`src/rtl/decode_pipe.sv`:
```
// Decode stage: IF/ID and ID/EX registers, register file with write bypass,
// branch/jump resolution with redirect. Define DECODE_BNE_EN to decode bne.
module decode_pipe #(
  parameter int unsigned XLEN  = 32,
  parameter int unsigned NREGS = 32,
  localparam int unsigned RA_W = $clog2(NREGS)
) (
  input  logic            clk,
  input  logic            rst_n,
  input  logic            if_valid,
  input  logic [31:0]     if_instr,
  input  logic [XLEN-1:0] if_pc4,
  output logic            id_ready,
  input  logic            hz_stall,
  input  logic            fwd_a,
  input  logic            fwd_b,
  input  logic [XLEN-1:0] mem_alu_out,
  input  logic            wb_we,
  input  logic [RA_W-1:0] wb_addr,
  input  logic [XLEN-1:0] wb_data,
  output logic            redir,
  output logic [XLEN-1:0] redir_pc,
  output logic            ex_valid,
  input  logic            ex_ready,
  output logic [6:0]      ex_ctrl,
  output logic [XLEN-1:0] ex_a,
  output logic [XLEN-1:0] ex_b,
  output logic [XLEN-1:0] ex_imm,
  output logic [RA_W-1:0] ex_rs,
  output logic [RA_W-1:0] ex_rt,
  output logic [RA_W-1:0] ex_dst,
  output logic            ex_syscall
);

  logic            ifid_valid;
  logic [31:0]     ifid_instr;
  logic [XLEN-1:0] ifid_pc4;
  logic [XLEN-1:0] regs [NREGS];

  logic [5:0]      op, funct;
  logic [RA_W-1:0] rs, rt, rd;
  logic [XLEN-1:0] rd_a, rd_b, cmp_a, cmp_b, imm_sx, target;
  logic [XLEN-1:0] a_next, imm_next;
  logic [6:0]      ctrl;
  logic [RA_W-1:0] dst;
  logic            syscall, is_beq, is_bne, is_j, is_jal, is_jr, taken;

  assign id_ready = !hz_stall && (!ex_valid || ex_ready);

  assign op     = ifid_instr[31:26];
  assign funct  = ifid_instr[5:0];
  assign rs     = RA_W'(ifid_instr[25:21]);
  assign rt     = RA_W'(ifid_instr[20:16]);
  assign rd     = RA_W'(ifid_instr[15:11]);
  assign imm_sx = {{(XLEN-16){ifid_instr[15]}}, ifid_instr[15:0]};

  // Register reads see a same-cycle writeback to the same address.
  always_comb begin
    if (rs == '0)                      rd_a = '0;
    else if (wb_we && wb_addr == rs)   rd_a = wb_data;
    else                               rd_a = regs[rs];
    if (rt == '0)                      rd_b = '0;
    else if (wb_we && wb_addr == rt)   rd_b = wb_data;
    else                               rd_b = regs[rt];
  end

  always_comb begin
    ctrl    = '0;
    dst     = '0;
    syscall = 1'b0;
    is_beq  = 1'b0;
    is_bne  = 1'b0;
    is_j    = 1'b0;
    is_jal  = 1'b0;
    is_jr   = 1'b0;
    case (op)
      6'b000000: begin
        case (funct)
          6'b100000: begin ctrl = 7'b1000010; dst = rd; end
          6'b100010: begin ctrl = 7'b1000110; dst = rd; end
          6'b100100: begin ctrl = 7'b1000000; dst = rd; end
          6'b100101: begin ctrl = 7'b1000001; dst = rd; end
          6'b101010: begin ctrl = 7'b1000111; dst = rd; end
          6'b001000: begin is_jr = 1'b1; dst = rd; end
          6'b001100: begin syscall = 1'b1; dst = rd; end
          default: ;
        endcase
      end
      6'b100011: begin ctrl = 7'b1101010; dst = rt; end
      6'b101011: ctrl = 7'b0011010;
      6'b001000: begin ctrl = 7'b1001010; dst = rt; end
      6'b000100: begin ctrl = 7'b0000110; is_beq = 1'b1; end
`ifdef DECODE_BNE_EN
      6'b000101: begin ctrl = 7'b0000110; is_bne = 1'b1; end
`endif
      6'b000010: is_j = 1'b1;
      6'b000011: begin ctrl = 7'b1001010; dst = RA_W'(31); is_jal = 1'b1; end
      default: ;
    endcase
  end

  assign cmp_a = fwd_a ? mem_alu_out : rd_a;
  assign cmp_b = fwd_b ? mem_alu_out : rd_b;
  assign taken = (is_beq && cmp_a == cmp_b) || (is_bne && cmp_a != cmp_b);

  always_comb begin
    if (is_jr)
      target = cmp_a;
    else if (is_j || is_jal)
      target = {ifid_pc4[XLEN-1:28], ifid_instr[25:0], 2'b00};
    else
      target = ifid_pc4 + (imm_sx << 2);
  end

  assign redir    = ifid_valid && id_ready && (taken || is_j || is_jal || is_jr);
  assign redir_pc = redir ? target : '0;

  // jal carries its link address through the ALU as pc4 + 4 + 0.
  assign a_next   = is_jal ? ifid_pc4 + XLEN'(4) : rd_a;
  assign imm_next = is_jal ? '0 : imm_sx;

  always_ff @(posedge clk or negedge rst_n) begin
    if (!rst_n) begin
      for (int unsigned i = 0; i < NREGS; i++) regs[i] <= '0;
    end else if (wb_we && wb_addr != '0) begin
      regs[wb_addr] <= wb_data;
    end
  end

  always_ff @(posedge clk or negedge rst_n) begin
    if (!rst_n) begin
      ifid_valid <= 1'b0;
      ifid_instr <= '0;
      ifid_pc4   <= '0;
    end else if (id_ready) begin
      ifid_valid <= if_valid && !redir;
      ifid_instr <= if_instr;
      ifid_pc4   <= if_pc4;
    end
  end

  always_ff @(posedge clk or negedge rst_n) begin
    if (!rst_n) begin
      ex_valid   <= 1'b0;
      ex_ctrl    <= '0;
      ex_a       <= '0;
      ex_b       <= '0;
      ex_imm     <= '0;
      ex_rs      <= '0;
      ex_rt      <= '0;
      ex_dst     <= '0;
      ex_syscall <= 1'b0;
    end else if (id_ready) begin
      ex_valid   <= ifid_valid;
      ex_ctrl    <= ctrl;
      ex_a       <= a_next;
      ex_b       <= rd_b;
      ex_imm     <= imm_next;
      ex_rs      <= rs;
      ex_rt      <= rt;
      ex_dst     <= dst;
      ex_syscall <= syscall;
    end else if (hz_stall && ex_ready) begin
      ex_valid   <= 1'b0;
      ex_ctrl    <= '0;
      ex_syscall <= 1'b0;
    end
  end

endmodule

```
`config.mk`:
```
export PLATFORM = sky130hd
export DESIGN_NAME = decode_pipe
export DESIGN_NICKNAME = d
export VERILOG_FILES = /design/src/rtl/decode_pipe.sv
export SDC_FILE = /design/constraint.sdc
export NUM_CORES = 2
export LEC_CHECK = 0
export CORE_MARGIN = 4
export CORE_UTILIZATION = 45
export DETAILED_ROUTE_END_ITERATION = 10
export PLACE_DENSITY = 0.6
export SLEW_MARGIN = 10
export SYNTH_ARGS = -nofsm -noshare
export SYNTH_HDL_FRONTEND = slang
export SYNTH_SLANG_ARGS = --single-unit
```
`constraint.sdc`:
```
create_clock -name clk -period 7.04 [get_ports clk]
set_input_delay 1.408 -clock clk [delete_from_list [all_inputs] [get_ports clk]]
set_output_delay 1.408 -clock clk [all_outputs]
set_load 0.05 [all_outputs]
```
==> metrics <==
Nets 5,663; Min-Delay Path Depth 0; chip height slightly below 400 um; register share of total power between 30 and 40%; register area approximately 30,000 um^2; cell area power density ~320 nW/um^2; Core ar. 145,000 um^2; CP startpoint kind flip-flop; worst reg2reg endpoint ifid_valid; Synthesis Warnings 0; DR vias 49.5k; VDD IR max 259 uV; Netlist cell types 84; area of the multi-input gates 33,800 um^2; All-Layer GR Usage 34.4%; clk slew on worst S/H paths ~60 ps; global-route track usage on met2 51.0%; clock group share of total power 30.2%; cell area after synthesis 65,700 um^2; Max Slew Vio Count 0; kind of end point of the critical path primary output; Syn Inst Count around 5.2k; clk buf depth 3; DRC viols 0; most common cell after layout, fill and taps aside dfrtp_1; Reg2Reg Depth 15; Crit Path Category reg -> out; # fillers about 12k; Top cell by count, worst path buf_12; fin cells 7,530; via/cell ratio 6.58; critical path, cell by cell buf_6 > and2_4 > buf_12 > a22oi_1 > a21oi_1 > nor4_2 > a222oi_1 > a21oi_1 > o21ai_0 > nor4_2 > nand4_1 > o21ai_2 > nand3_2 > buf_12 > buf_4 > a221oi_2 > buf_12; Placer Congestion 1.06; Top FF cell, synth dfrtp_1; Net Sw Frac between 30% and 40%; width of the die 390 um; CTS tree done; clock sinks about 1.2k; WHS Endpoint regs[1023]; Clock Latency Late Sink 800 ps; CP required 5630 ps; Net Switching a little under 9000 uW; Ports 295; Worst Tran Pin Value 1340 ps; DP HPWL 178,000 um; Max stage delay on crit path approximately 870 ps; Comb pwr share around 33%; CTS buffer count roughly 140; sequential area share after synthesis 45.4%; gr busiest metal met2; synthesized area per cell 12.6 um^2; vias in the first global route 48.9k; placed cell area 72,300 um^2; Area Overhead vs Synth 18.5%; Die Area between 150,000 and 200,000 um^2; Arr. time, crit path 5620 ps; Synth Register Bits around 1.2k; final instance area roughly 80,000 um^2; Std-Cell Rows 140; DRT Wirelength 267,000 um; final core occ 53.6%; remaining antenna violation count 0; initial DRC count 5,341; port bufs a little under 300; share of cells above drive strength 1 a little under two fifths; Reg2Reg Setup Slack 2620 ps; grt met3 use 10.9%; Crit Path Max Fanout 31; Clock Skews 43.2 ps; Hold-fix buffers, CTS 0; leakage power 0.0336 uW; # setup viols final 0; GR Util met1 44.4%; slowest stage cell, crit path nor4_2; largest net degree at the start of global routing 172; initial antenna violation count 18; EDFF count, synth 0; Max Cap Viol 0; Hold Startpoint regs[1023]; fin crit share ~100%; fin crit period 7030 ps; Int Power around 16,000 uW; FFs w/ async S/R, synth 100%; initial core utilization between 40% and 50%; Clock Tree Root clkbuf_16; gr ovfl total 0; Synth Net Count between 5k and 6k; most frequent cells in the layout 1,182 x dfrtp_1, 958 x mux2_2, 458 x nand2_1; Inst Count DP 7,224; CTS H-Tree Depth 4; status finished, final reports clean; RR Startpoint ifid_instr[22]; first-pass GRT wire length ~370,000 um; slew margin rel. a little over 10%; WL per Instance 35.4 um; fmax 142 MHz; HP Class reg -> reg; Hold Fails Final Rpt 0; first-pass detailed-route iteration total 7
-- power groups by stage --
stage	Sequential (uW)	Combinational (uW)	Clock (uW)
floorplan	9450	4540	0
global placement	9290	7740	0
detailed placement	9350	7790	0
CTS	9220	7930	7650
global route	9400	8530	7920
finish	9270	8180	7560
-- through the flow --
stage	hold WS (ps)	setup slack, ps	setup TNS (ps)	power [uW]
floorplan	441	151	0	14000
global placement	377	-179	-1300	17000
detailed placement	384	-282	-2240	17100
CTS	397	18.3	0	24800
global route	405	-35.9	-59.0	25800
finish	395	7.86	0	25000
-- logic make-up after synthesis --
family / Yosys count / synth area share, %
buffers and inverters: 553 / 3.99
AOI/OAI and AO/OA: 794 / 8.30
and+or+nand+nor: 857 / 5.78
DFF: 1193 / 45.4
muxes: 1682 / 34.7
adders and majority gates: 31 / 0.601
xor gates and xnor gates: 95 / 1.27
-- cell type report --
type / instances / share of cell area, %
inverters: 21 / 0.104
diodes: 10 / 0.0321
clock buffers: 206 / 5.41
repair buffers: 678 / 8.97
clock inverters: 45 / 0.710
well taps: 1917 / 3.08
multi-input cells: 3460 / 43.4
flip-flops and latches: 1193 / 38.3
-- synth_stat cells, drive strengths merged (47+ instances only) --
cell type | n | area [um^2]
nor2 | 163 | 617
a22oi | 158 | 1190
dfrtp | 1193 | 29900
a21oi | 144 | 721
mux2 | 958 | 10800
clkbuf | 361 | 1360
mux4 | 380 | 8560
xnor2 | 60 | 526
mux2i | 344 | 3440
o21ai | 162 | 815
buf | 171 | 1190
a211oi | 47 | 388
nand2 | 476 | 1790
-- sequential cells by signal (all words and copies together) (netlist names) --
| name | cells |
|---|---|
| ex_a | 32 |
| ex_b | 32 |
| ex_ctrl | 7 |
| ex_dst | 5 |
| ex_imm | 16 |
| ex_rs | 5 |
| ex_rt | 5 |
| ex_syscall | 1 |
| ex_valid | 1 |
| ifid_instr | 32 |
| ifid_pc4 | 32 |
| ifid_valid | 1 |
| regs | 1024 |
-- worst max-delay path: cells and delay by family, from the launching register on --
family,cells,cell delay [ps]
simple gates,5,1760
compound gates,7,1480
flops,1,590
buf+inv,5,930
-- worst max-delay path by stage --
stage,depth (start not counted),endpoint,slack (ps),from
floorplan,14,redir_pc[30],150,wb_addr[4]
global placement,17,redir_pc[30],-180,wb_addr[2]
detailed placement,16,redir_pc[30],-280,wb_addr[2]
CTS,15,redir_pc[31],20,ifid_instr[1]
global route,17,redir_pc[30],-40,ifid_instr[21]
finish,17,redir_pc[28],8,ifid_instr[22]
-- per-layer routing --
metal	part of all wire (%)	vias to the layer above
met3	10	743
met1	39	25900
met4	6.9	12
li1	-	20100
met5	0.034	-
met2	44	2707
-- repair_timing --
action                                  CTS  global route
buffers inserted                         17            21
gates resized for setup                  29            54
endpoints found under the setup margin   33            29
pin swaps                                 2            14
gates cloned                              2             5
Power figures use the tool's default switching activity.
